<file path="src/rtl/decode_regfile_pipe.sv">
// Two-stage decode / register-file block: D stage decodes and reads, WB stage commits one cycle later.
// Optional operand forwarding from the WB register is enabled by defining DECODE_REGFILE_FWD_EN.
module decode_regfile_pipe #(
    parameter int W  = 8,
    parameter int A  = 2,
    parameter int IW = 5 + 2*A
) (
    input  logic          Clk,
    input  logic          Reset,
    input  logic [IW-1:0] instr,
    input  logic          instr_valid,
    output logic          instr_ready,
    output logic [W-1:0]  alu_a,
    output logic [W-1:0]  alu_b,
    output logic [3:0]    alu_op,
    input  logic [W-1:0]  alu_result,
    output logic          mem_req,
    output logic          mem_we,
    output logic [W-1:0]  mem_addr,
    output logic [W-1:0]  mem_wdata,
    input  logic [W-1:0]  mem_rdata,
    input  logic          mem_ack,
    output logic          branch_up,
    output logic          branch_down,
    output logic [W-1:0]  pc_target,
    output logic          ack
);

    localparam int NR = 2**A;

`ifdef DECODE_REGFILE_FWD_EN
    localparam bit FWD = 1'b1;
`else
    localparam bit FWD = 1'b0;
`endif

    typedef enum logic [1:0] {RUN, MEM_WAIT, HALT} state_t;

    state_t         state, state_next;
    logic [W-1:0]   regs [NR];
    logic           wb_valid;
    logic [A-1:0]   wb_idx;
    logic [W-1:0]   wb_data;
    logic [A-1:0]   mem_idx;

    logic [1:0]     cls;
    logic [2:0]     sub;
    logic [A-1:0]   fa, fb, ptr;
    logic [W-1:0]   rd_fa, rd_fb, rd_ptr, rd_top;
    logic           accept, is_halt;

    logic           wr_en, mem_start, mem_store, is_alu, br_take, halt_go;
    logic [A-1:0]   wr_idx;
    logic [W-1:0]   wr_data;

    assign cls     = instr[IW-1:IW-2];
    assign sub     = instr[IW-3:IW-5];
    assign fa      = instr[2*A-1:A];
    assign fb      = instr[A-1:0];
    assign is_halt = &instr;

    // A value still sitting in WB is newer than the register file copy.
    assign rd_fa  = (FWD && wb_valid && wb_idx == fa) ? wb_data : regs[fa];
    assign rd_fb  = (FWD && wb_valid && wb_idx == fb) ? wb_data : regs[fb];
    assign ptr    = rd_fa[A-1:0];
    assign rd_ptr = (FWD && wb_valid && wb_idx == ptr) ? wb_data : regs[ptr];
    assign rd_top = (FWD && wb_valid && wb_idx == A'(NR-1)) ? wb_data : regs[NR-1];

    assign instr_ready = Reset && (state == RUN) && !branch_up && !branch_down
                         && (FWD || !wb_valid);
    assign accept      = instr_valid && instr_ready;
    assign ack         = (state == HALT);

    // NOTE: every signal driven here gets a default first so no path leaves it unassigned (no latches).
    always_comb begin
        wr_en     = 1'b0;
        wr_idx    = fa;
        wr_data   = rd_fa;
        mem_start = 1'b0;
        mem_store = 1'b0;
        is_alu    = 1'b0;
        alu_op    = 4'd0;
        br_take   = 1'b0;
        halt_go   = 1'b0;
        if (accept) begin
            case (cls)
                2'b00: begin
                    case (sub)
                        3'd0: begin wr_en = 1'b1; wr_idx = fb;  wr_data = rd_ptr; end
                        3'd1: begin wr_en = 1'b1; wr_idx = ptr; wr_data = rd_fb;  end
                        3'd2: mem_start = 1'b1;
                        3'd3: begin mem_start = 1'b1; mem_store = 1'b1; end
                        3'd4, 3'd5, 3'd6: begin
                            is_alu  = 1'b1;
                            alu_op  = {2'b10, sub[1:0]};
                            wr_en   = 1'b1;
                            wr_data = alu_result;
                        end
                        default: ;
                    endcase
                end
                2'b01: begin
                    wr_en = 1'b1;
                    if (sub[2]) begin
                        wr_idx  = '1;
                        wr_data = W'({sub[1:0], fa, fb});
                    end else begin
                        wr_data = ~rd_fa;
                    end
                end
                2'b10: begin
                    is_alu  = 1'b1;
                    alu_op  = {1'b0, sub};
                    wr_en   = 1'b1;
                    wr_data = alu_result;
                end
                default: begin
                    if (is_halt)
                        halt_go = 1'b1;
                    else if (rd_fa == rd_fb)
                        br_take = 1'b1;
                end
            endcase
        end
    end

    assign alu_a = is_alu ? rd_fa : '0;
    assign alu_b = is_alu ? rd_fb : '0;

    always_comb begin
        state_next = state;
        case (state)
            RUN:      if (halt_go) state_next = HALT;
                      else if (mem_start) state_next = MEM_WAIT;
            MEM_WAIT: if (mem_ack) state_next = RUN;
            HALT:     state_next = HALT;
            default:  state_next = RUN;
        endcase
    end

    // NOTE: sequential state uses non-blocking assignments so all flops update from pre-edge values.
    always_ff @(posedge Clk) begin
        if (!Reset) begin
            state       <= RUN;
            wb_valid    <= 1'b0;
            wb_idx      <= '0;
            wb_data     <= '0;
            pc_target   <= '0;
            branch_up   <= 1'b0;
            branch_down <= 1'b0;
            mem_req     <= 1'b0;
            mem_we      <= 1'b0;
            mem_addr    <= '0;
            mem_wdata   <= '0;
            mem_idx     <= '0;
        end else begin
            state       <= state_next;
            wb_valid    <= wr_en;
            wb_idx      <= wr_idx;
            wb_data     <= wr_data;
            branch_up   <= br_take && !sub[2];
            branch_down <= br_take && sub[2];
            if (br_take)
                pc_target <= rd_top;
            if (mem_start) begin
                mem_req   <= 1'b1;
                mem_we    <= mem_store;
                mem_addr  <= rd_fb;
                mem_wdata <= rd_fa;
                mem_idx   <= fa;
            end else if (mem_req && mem_ack) begin
                mem_req <= 1'b0;
                mem_we  <= 1'b0;
            end
        end
    end

    // NOTE: the register file is architecturally visible state, so it is cleared on reset like any flop.
    always_ff @(posedge Clk) begin
        if (!Reset) begin
            for (int i = 0; i < NR; i++)
                regs[i] <= '0;
        end else begin
            if (wb_valid)
                regs[wb_idx] <= wb_data;
            if (mem_req && mem_ack && !mem_we)
                regs[mem_idx] <= mem_rdata;
        end
    end

endmodule
</file>
<file path="config.mk">
export PLATFORM = sky130hd
export DESIGN_NAME = decode_regfile_pipe
export DESIGN_NICKNAME = d
export VERILOG_FILES = /design/src/rtl/decode_regfile_pipe.sv
export SDC_FILE = /design/constraint.sdc
export NUM_CORES = 1
export LEC_CHECK = 0
export ABC_AREA = 1
export BUFFER_PORTS_ARGS = -buffer_cell sky130_fd_sc_hd__buf_2
export CORE_ASPECT_RATIO = 1.75
export CORE_MARGIN = 1.5
export CORE_UTILIZATION = 62
export DETAILED_ROUTE_END_ITERATION = 8
export PLACE_DENSITY = 0.92
export SKIP_LAST_GASP = 1
export SYNTH_ARGS = -nofsm -noshare
export SYNTH_HDL_FRONTEND = slang
export SYNTH_SLANG_ARGS = --single-unit
</file>
<file path="constraint.sdc">
create_clock -name Clk -period 3.59 [get_ports Clk]
set_input_delay 0.718 -clock Clk [delete_from_list [all_inputs] [get_ports Clk]]
set_output_delay 0.718 -clock Clk [all_outputs]
set_load 0.02 [all_outputs]
</file>
# Word-level counts from Yosys, hierarchy flattened
# Memory sizes are Yosys's and may differ from the RTL's. A register that Yosys moved wholly into a read port is not among the register bits.
# Cells that the tools add are included.
# classes
n_reduce_logical	29
n_addsub	0
eq_ne	13
n_shift	0
bitwise_logic	1
mul	0
order_cmp	0
mux	51
div_mod_pow	0
# op_table
operator	count
$mux 8	6
$pmux 8 s3	2
$mux 1	28
$reduce_or 8->1	2
$mux 2	7
$eq 3x3->1 const B	3
$logic_and 1x1->1	9
$reduce_and 9->1	1
$eq 8x8->1	1
$mux 4	2
$not 8->8	1
$pmux 2 s2	2
$pmux 4 s2	1
$eq 3x2->1 const B	2
$logic_not 1->1	6
$pmux 2 s3	1
$reduce_or 3->1	2
$reduce_or 5->1	1
$eq 2x1->1 const B	2
$eq 2x2->1 const B	2
$logic_not 2->1	2
$pmux 1 s2	2
$reduce_and 2->1	2
$reduce_or 2->1	2
other kinds (5)	5
# word_totals
elab_cells	106
memories	1
out_inout_bits	50
latchBits	0
input_bits	29
register_bits	35
mem_bits_ro	0
ramBits	32
# mem_list
memory	words	width	rd	rd_ports_with_merged_regs	wr	line	text
regs	4	8	4	1	4	40	logic [W-1:0] regs [NR];

# Depth between registers and ports, before layout
# Gate-level depths: netlist (run 1).
# logic_depth
ltp_word	10
ltp_mapped	15

# Least setup slack after synthesis (run 1)
# No wires, ideal clock.
# synth_path
path_type	in2out
startpoint	in instr[7]
endpoint	out alu_a[4]
slack_ns	0.424
path_stages	9
arrival_time_ns	2.448
t_required_ns	2.872
path_cell_list	inv_1 > ha_1 > clkinv_1 > nor2_4 > inv_1 > a211oi_2 > nor2_1 > buf_2 > nor2_1
# synth_between
elab_chain_cells	4
elab_cells_between_ends	5
cone_classes	eq/ne: 1; mux: 3; reduce/logical: 1
# synth_lines
item	line	text
start, declared	10	input logic [IW-1:0] instr,
$eq 2x2->1 / $logic_not 2->1 (equally long branches)	86	case (cls)
$pmux 1 s2 *	86	
$mux 1 *	85	if (accept) begin
$mux 8 *	127	assign alu_a = is_alu ? rd_fa : '0;
end, declared	13	output logic [W-1:0] alu_a,
# Mark *: on every way between the ends. The rest lies on a longest branch, timed or not.

# Worst setup path in the final report (run 1)
# layout_path
startpoint	in instr[7]
endpoint	out alu_a[3]
# Same word-level chain as after synthesis.

==> metrics.cfg, run 1 <==
[clock_network]
cts_tree = yes
clk_pin_slew_ps = 60
hold_buffers = 0
htreeDepth = 3
cts_buffers = 9
post_cts_resized = 0
cts.sinks = 75
clkLatencyLatePin_ps = 340
post-cts-setup-buffer-count = 0
cts_root_buffer = clkbuf_16
clock_tree.buffer_depth = 2

[die]
fp.dieH_um = 124.3
die_area_um2 = 8984
coreArea_um2 = 8203
ios = 79
row_count = 44
initial_core_util_pct = 63.51
die_x_um = 72.30

[place]
place_area_um2 = 5535
place_congestion = 1.017
dp_hpwl_mm = 12.56
io_buffer_count = 78
placed_cells = 922

[final_layout]
final_cell_area_um2 = 5834
syn_to_final_growth_pct = 11.98
nets = 874
drive_gt1_share_pct = 20.69
diodes = 0
stdcell_count = 938

[power_and_ir_drop]
comb_power_share_pct = 17.7
power_frac_seq_pct = 41.7
p_per_area_nw_per_um2 = 390.8
leakagePower_nw = 2.833
p_sw_mw = 0.7093
peakVddDrop_mv = 0.3608
swShare_pct = 31.11
p_int_mw = 1.571
p_clk_share_pct = 40.6

[yosys]
synth_area_um2 = 5210
syn_nets = 809
syn_area_per_cell_um2 = 6.714
synth_cell_types = 34
yosysTopAreaCellShare_pct = 18.44
netlist.top_cell.by_area = edfxtp_1
seq_area_frac_synth_pct = 34.97
synthTopCellsByArea = edfxtp_1, dfxtp_1, nand2_1
synth-seq-cells = 75
synth_cells = 776
yosys_warnings = 0

[critical_path]
path_max_fanout = 17
crit_required_ps = 2870
reg2reg_from = regs[2][1]
r2r_setup_slack_ps = 1500
worstSetupEndpointType = output pin
crit_type = input pin to output pin
max_stage_delay_ps = 270
rr_endpoint = pc_target[3]
crit_chain = buf_2, inv_1, ha_1, clkinv_1, nor2_4, inv_1, a211oi_2, nor2_1, buf_4, nor2_1, buf_2
start_kind = input pin
ff2ff_path_depth = 10
critPathArrivalTime_ps = 2400
cp_slowest_cell = clkinv_1

[global_routing]
antenna_found_initial = 0
grt_usage_pct = 40.54
gr-total-overflow = 0
grt_pass1_wl_mm = 27.88
grt_pass1_vias = 5480
grt_max_degree = 47

[sta]
hold_viol_final = 0
setup_viol = 0
post-route-min-period_ps = 3120
worst_pin_slew_ps = 684.4
tns_ps = 0
clock.fmax_ghz = 0.3206
hold_ws_ps = 483.5
skew_ps = 3.618
slew_headroom_pct = 54.33
rsz0062_at_grt = false
finalCritPeriodShare_pct = 86.90
slew_violations = 0

[detailed_routing]
drt-initial-drc-count = 739
viasPerCell = 6.132
drt-total-wl_mm = 17.61
wire_per_inst_um = 18.77
ant_nets = 0
vias = 5752
drt_first_pass_iters = 7
drc = 0

[min_path]
hp-start = pc_target[2]
hp-class = register to register
holdPathEnd = pc_target[2]
holdPathStages = 2

[status]
outcome = complete, no violations

[run]
drv_cap = 0

[flip-flops by register name, indices dropped and copies added, names as in the netlist]
register     flops
mem_wdata        8
wb_idx           2
mem_addr         8
wb_data          8
mem_req          1
state            2
mem_we           1
regs            32
mem_idx          2
wb_valid         1
pc_target        8
branch_down      1
branch_up        1
[cell usage after synthesis (all sizes together)]
library cell / count
nor3: 5
nand4: 11
buf: 26
o22ai: 1
o31ai: 3
clkinv: 4
inv: 77
dfxtp: 43
ha: 4
clkbuf: 13
edfxtp: 32
a211oi: 1
nand2: 249
o21ai: 78
nand3: 98
o2111ai: 1
a21oi: 65
and3: 1
or2: 1
nor2: 63
[power groups by stage]
| stage | Clock [mW] | Combinational [mW] | Sequential, mW |
|---|---|---|---|
| 2_1_floorplan | 0 | 0.285 | 0.954 |
| 3_3_place_gp | 0 | 0.380 | 0.965 |
| 3_5_place_dp | 0 | 0.387 | 0.966 |
| 4_1_cts | 0.922 | 0.391 | 0.947 |
| 5_1_grt | 0.961 | 0.438 | 0.951 |
| 6_report | 0.926 | 0.404 | 0.950 |
[critical path: cells and delay by family]
kind	cells	cell delay [ps]
AOI/OAI and AO/OA	1	170
adders and majority gates	1	160
buffers and inverters	6	950
and+or+nand+nor	3	420
[cells in the final DEF, fill, tap and decap left out]
cell type and count:
nand4_1 11, and3_2 1, or2_2 1, a21oi_2 8
o2111ai_1 1, nand2_1 225, bufinv_16 1, clkinv_1 3
inv_6 2, o31ai_1 3, buf_4 15, nand3_2 13
nor3_1 5, nor2_1 56, nand3_1 85, clkbuf_16 9
a21oi_1 57, dfxtp_1 43, ha_1 4, o21ai_0 77
o21ai_1 1, inv_1 67, nand2_2 23, buf_2 78
clkinv_2 3, edfxtp_1 32, nor2_2 3, clkinv_4 1
nor2_4 4, inv_2 9, nand2_4 1, a211oi_2 1
inv_8 1, clkinvlp_4 1, o22ai_1 1
[kinds of logic (layout without fill, tap and decap cells)]
kind of cell	count (synthesis)	after routing	synth area share, %
DFF	75	75	34.97
adders and majority gates	4	4	0.9607
and+or+nand+nor	428	428	37.18
buffers and inverters	120	190	11.62
AOI/OAI and AO/OA	149	149	15.27
[how the worst max path moves through the flow]
| stage | start | to | cells after the start |
|---|---|---|---|
| after CTS | instr[7] | alu_a[3] | 11 |
| after floorplan | instr[7] | alu_a[4] | 9 |
| after global routing | instr[8] | alu_a[5] | 11 |
| after detailed placement | instr[7] | alu_a[3] | 11 |
| final | instr[7] | alu_a[3] | 11 |
| after global placement | instr[7] | alu_a[1] | 11 |
[cell type report]
class	instances	area, um2
Multi-Input combinational cell	581	2783
Fill cell	690	2369
Sequential cell	75	1822
Timing Repair Buffer	93	503.0
Inverter	81	312.8
Clock buffer	9	225.2
Tap cell	92	115.1
Clock inverter	7	73.82
[per-layer routing]
layer / vias up / global-route usage [%] / part of all wire, %
met1: 2581 / 46.43 / 34
met5: - / 0 / 0
met2: 407 / 68.68 / 51
met3: 88 / 5.987 / 8.5
li1: 2676 / - / -
met4: 0 / 25.42 / 7.0
[metrics by stage]
step | power [mW] | worst slack [ps] | utilization (%)
CTS | 2.260 | 498.0 | 71.13
floorplan | 1.239 | 424.4 | -
global placement | 1.345 | 568.7 | 67.48
detailed placement | 1.353 | 500.1 | 67.48
global route | 2.351 | 329.7 | 71.13
finish | 2.280 | 470.4 | 71.13
(Power assumes the default switching activity.)
==> inputs of run 2 (changes only) <==
--- a/config.mk
+++ b/config.mk
@@ -9,9 +9,9 @@
 export BUFFER_PORTS_ARGS = -buffer_cell sky130_fd_sc_hd__buf_2
 export CORE_ASPECT_RATIO = 1.75
 export CORE_MARGIN = 1.5
-export CORE_UTILIZATION = 62
+export CORE_UTILIZATION = 58
 export DETAILED_ROUTE_END_ITERATION = 8
-export PLACE_DENSITY = 0.92
+export PLACE_DENSITY = 0.87
 export SKIP_LAST_GASP = 1
 export SYNTH_ARGS = -nofsm -noshare
 export SYNTH_HDL_FRONTEND = slang
==> constraint.sdc (replaced) <==
create_clock -name Clk -period 3.3 [get_ports Clk]
set_input_delay 0.66 -clock Clk [delete_from_list [all_inputs] [get_ports Clk]]
set_output_delay 0.66 -clock Clk [all_outputs]
set_load 0.02 [all_outputs]
==> metrics.cfg, run 2 (synthesis gave the netlist of run 1 again) <==
[status]
outcome = complete, no violations

[detailed_routing]
wire_per_inst_um = 18.02
vias = 5668
drc = 0
drt_first_pass_iters = 5
ant_nets = 0
viasPerCell = 5.874
drt-total-wl_mm = 17.39
drt-initial-drc-count = 591

[critical_path]
crit_chain = inv_1, nand2_1, nor2_4, nand2_2, nor2_4, inv_1, a211oi_2, nor2_1, buf_4, nor2_1, buf_2
ff2ff_path_depth = 2
worstSetupEndpointType = output pin
worst-path-buf-inv = 4
start_kind = register
path_max_fanout = 17
cp_slowest_cell = dfxtp_1
cp_top_family = simple AND/OR/NAND/NOR gates
reg2reg_from = wb_valid
crit_required_ps = 2640
rr_endpoint = regs[3][2]
crit_type = register to output pin
critPathArrivalTime_ps = 2170
r2r_setup_slack_ps = 1200
max_stage_delay_ps = 440

[place]
io_buffer_count = 78
dp_hpwl_mm = 12.65
place_area_um2 = 5582
place_congestion = 1.008
placed_cells = 949

[clock_network]
cts_buffers = 9
clkLatencyLatePin_ps = 350
htreeDepth = 3
post_cts_resized = 0
cts_tree = yes
clock_tree.buffer_depth = 2
cts.sinks = 75
clk_pin_slew_ps = 60
post-cts-setup-buffer-count = 0
cts_root_buffer = clkbuf_16
hold_buffers = 0

[final_layout]
stdcell_count = 965
regMostFlops = regs
final_cell_mix = nand2_1, nand3_1, buf_2
syn_to_final_growth_pct = 12.34
layout_commonest_cell = nand2_1
nets = 876
final_cell_area_um2 = 5853
drive_gt1_share_pct = 20.75
diodes = 0
largest_reg_flops = 32

[sta]
tns_ps = 0
finalCritPeriodShare_pct = 85.78
setup_viol = 0
slew_headroom_pct = 13.49
slew_violations = 0
worst_pin_slew_ps = 1284
skew_ps = 8.491
rsz0062_at_grt = false
post-route-min-period_ps = 2831
clock.fmax_ghz = 0.3533
hold_viol_final = 0

[global_routing]
gr-total-overflow = 0
grt_pass1_wl_mm = 27.97
antenna_found_initial = 0
grt_usage_pct = 39.07
grt_max_degree = 47
grt_pass1_vias = 5473

[power_and_ir_drop]
peakVddDrop_mv = 0.3331
leakagePower_nw = 2.825
p_per_area_nw_per_um2 = 409.2

[die]
row_count = 45
die_area_um2 = 9583
fp.dieH_um = 128.4
initial_core_util_pct = 59.70
coreArea_um2 = 8727
ios = 79
die_x_um = 74.65

[min_path]
holdPathStages = 1
hp-class = register to register
holdPathEnd = state[1]
hp-start = state[0]

[run]
drv_cap = 0

## run 2: changes by cell type in the layout (fill, tap and decap cells not counted), sizes merged
| cell | previous run | this run |
|---|---|---|
| clkinvlp | 1 | 2 |
| bufinv | 1 | 0 |
| buf | 93 | 95 |
| clkbuf | 9 | 10 |
| inv | 79 | 78 |
## run 2: cell type report
class | instances | area, um2
fillers | 767 | 2874
multi-input cells | 581 | 2783
flip-flops and latches | 75 | 1822
repair buffers | 95 | 518.0
inverters | 81 | 312.8
clock buffers | 10 | 229.0
well taps | 117 | 146.4
clock inverters | 6 | 42.54
## run 2: worst max-delay path by stage
stage                        start         to  slack [ps]  cells past startpoint
after floorplan           instr[7]   alu_a[4]         250                      9
after global placement    instr[8]   alu_a[5]         580                     11
after detailed placement  instr[7]   alu_a[4]         550                     11
after CTS                 wb_valid   alu_a[4]         490                     11
after global routing      wb_valid  alu_op[0]         320                     11
final                     wb_valid   alu_a[4]         470                     11
## run 2: worst reg2reg max path: stages, from the launching register on
cell	delay (ps)
dfxtp_1	590
a21oi_1	120
o21ai_0	1000
## run 2: report_power, final
| part | switching (mW) | internal, mW | total [mW] | leakage [nW] |
|---|---|---|---|---|
| clock | 0.413 | 0.510 | 0.923 | 0.129 |
| sequential | 0.0401 | 0.997 | 1.04 | 0.680 |
| combinational | 0.310 | 0.124 | 0.434 | 2.02 |
| total | 0.763 | 1.63 | 2.39 | 2.82 |
## run 2: per-stage QoR
step           hold slack [ps]  setup WS (ps)  power (mW)  utilization (%)
2_1_floorplan            446.0          250.4       1.348                -
3_3_place_gp             464.8          581.9       1.466            63.96
3_5_place_dp             473.8          552.2       1.474            63.96
4_1_cts                  483.0          491.6       2.377            67.07
5_1_grt                  508.0          316.0       2.476            67.07
6_report                 480.4          469.4       2.395            67.07
## run 2: metal layers
metal / global-route usage, % / vias up / routed length (um)
met5: 0 / - / 0
met4: 30.37 / 0 / 1520
met3: 10.34 / 106 / 1355
met2: 61.66 / 322 / 8432
met1: 43.49 / 2564 / 6081
li1: - / 2676 / -
==> inputs of run 3 (changes only) <==
--- a/config.mk
+++ b/config.mk
@@ -9,9 +9,9 @@
 export BUFFER_PORTS_ARGS = -buffer_cell sky130_fd_sc_hd__buf_2
 export CORE_ASPECT_RATIO = 1.75
 export CORE_MARGIN = 1.5
-export CORE_UTILIZATION = 58
+export CORE_UTILIZATION = 52
 export DETAILED_ROUTE_END_ITERATION = 8
-export PLACE_DENSITY = 0.87
+export PLACE_DENSITY = 0.83
 export SKIP_LAST_GASP = 1
 export SYNTH_ARGS = -nofsm -noshare
 export SYNTH_HDL_FRONTEND = slang
==> constraint.sdc (replaced) <==
create_clock -name Clk -period 2.5 [get_ports Clk]
set_input_delay 0.5 -clock Clk [delete_from_list [all_inputs] [get_ports Clk]]
set_output_delay 0.5 -clock Clk [all_outputs]
set_load 0.02 [all_outputs]
==> metrics.cfg, run 3 (synthesis gave the netlist of run 1 again) <==
[die]
die_area_um2 = 10650
row_count = 48
coreArea_um2 = 9789
ios = 79
fp.dieH_um = 135.4
die_x_um = 78.67
initial_core_util_pct = 53.22

[detailed_routing]
drt-initial-drc-count = 677
viasPerCell = 5.732
drt-total-wl_mm = 16.50
ant_nets = 0
wire_per_inst_um = 16.52
drt_first_pass_iters = 6
drc = 0
vias = 5726

[sta]
setup_ws_ps = -41.24
slew_headroom_pct = 65.74
slew_violations = 0
hold_viol_final = 0
finalCritPeriodShare_pct = 101.6
worst_pin_slew_ps = 513.9
clock.fmax_ghz = 0.3935
skew_ps = 8.801
rsz0062_at_grt = true
setup_viol = 11
tns_ps = -243.6
post-route-min-period_ps = 2541

[final_layout]
nets = 902
fillCellCount = 838
regMostFlops = regs
diodes = 0
largest_reg_flops = 32
stdcell_count = 999
drive_gt1_share_pct = 25.17
final_cell_area_um2 = 6352
layout_commonest_cell = nand2_1
syn_to_final_growth_pct = 21.93
final_cell_mix = nand2_1, nand3_1, o21ai_0

[critical_path]
start_kind = register
max_stage_delay_ps = 340
cp_slowest_cell = dfxtp_2
path_max_fanout = 5
cpMostUsedCell = nor2_4
worstSetupEndpointType = output pin
crit_chain = nor2_4, nand2_2, nor2_4, nand2_4, nor2_4, inv_2, a211oi_4, nor2_4, clkbuf_16, nor2_4, buf_6
crit_required_ps = 2000
crit_type = register to output pin
critPathArrivalTime_ps = 2040

[power_and_ir_drop]
peakVddDrop_mv = 0.5492
p_int_mw = 2.410
comb_power_share_pct = 18.9
p_per_area_nw_per_um2 = 540.8
power_frac_seq_pct = 39.3
p_clk_share_pct = 41.8
p_sw_mw = 1.025
leakagePower_nw = 3.025
swShare_pct = 29.84

[place]
io_buffer_count = 78
dp_hpwl_mm = 12.11
place_congestion = 1.010
place_area_um2 = 5871
placed_cells = 976
place_ws_ps = 126.9

[min_path]
hp-class = input pin to register

[clock_network]
cts.sinks = 75
cts_root_buffer = clkbuf_16
clkLatencyLatePin_ps = 340
clk_pin_slew_ps = 60
cts_buffers = 9
clock_tree.buffer_depth = 2
cts_tree = yes
htreeDepth = 3

[global_routing]
grt_pass1_wl_mm = 25.34
antenna_found_initial = 0
grt_usage_pct = 31.10
grt_pass1_vias = 5116
grt_max_degree = 48
gr-total-overflow = 0

[status]
outcome = finished, violations left
violations = setup timing

[run]
drv_cap = 0

==> run 3: changes by cell type in the layout (fill, tap and decap cells not counted), sizes merged <==
cell	delta
buf	+24
bufinv	+2
inv	+1
clkinvlp	-1
nor2	+1
clkinv	-1
==> run 3: layout make-up <==
class,count,area (um2),area share (%)
multi-input cells,582,2894,45.56
flip-flops and latches,75,1824,28.72
clock inverters,7,98.84,1.556
well taps,125,156.4,2.462
clock buffers,9,225.2,3.545
repair buffers,120,839.6,13.22
inverters,81,314.1,4.944
==> run 3: final timing paths <==
path	from	end	slack, ps	cells after the start
hold / removal	mem_ack	mem_req	440	4
setup / recovery	state[1]	alu_b[2]	-40	11
hold reg to reg	state[0]	state[1]	480	1
setup reg to reg	state[1]	wb_data[5]	320	9
==> run 3: through the flow <==
step	utilization, %	power [mW]	hold slack (ps)
finish	64.89	3.436	436.2
global route	64.89	3.549	436.8
CTS	63.28	3.405	424.4
detailed placement	59.97	1.987	469.7
global placement	59.97	1.979	466.2
floorplan	-	1.794	446.0
==> run 3: timing repair <==
item / CTS / global route
hold endpoints to repair: 0 / 0
gates resized for setup: 0 / 30
hold buffers: 0 / 0
endpoints found under the setup margin: 7 / 16
setup buffers: 0 / 5
cloned: 0 / 2
pin swaps: 0 / 6
==> run 3: power groups by stage <==
stage / Clock (mW) / Sequential, mW / Combinational [mW]
floorplan: 0 / 1.37 / 0.424
global placement: 0 / 1.37 / 0.606
detailed placement: 0 / 1.37 / 0.612
CTS: 1.44 / 1.35 / 0.615
global route: 1.49 / 1.35 / 0.707
finish: 1.44 / 1.35 / 0.649
==> run 3: worst max-delay path, delay by kind of cell (launching register included) <==
kind,cells,cell delay (ps)
simple gates,7,700
buf+inv,3,370
flops,1,340
compound gates,1,270
==> run 3: routing by layer <==
metal / vias up / track usage, % / wire [um]
met5: - / 0 / 0
met4: 0 / 20.14 / 1110
met3: 87 / 5.522 / 1148
met2: 363 / 54.60 / 8418
met1: 2544 / 33.74 / 5823
li1: 2732 / - / -
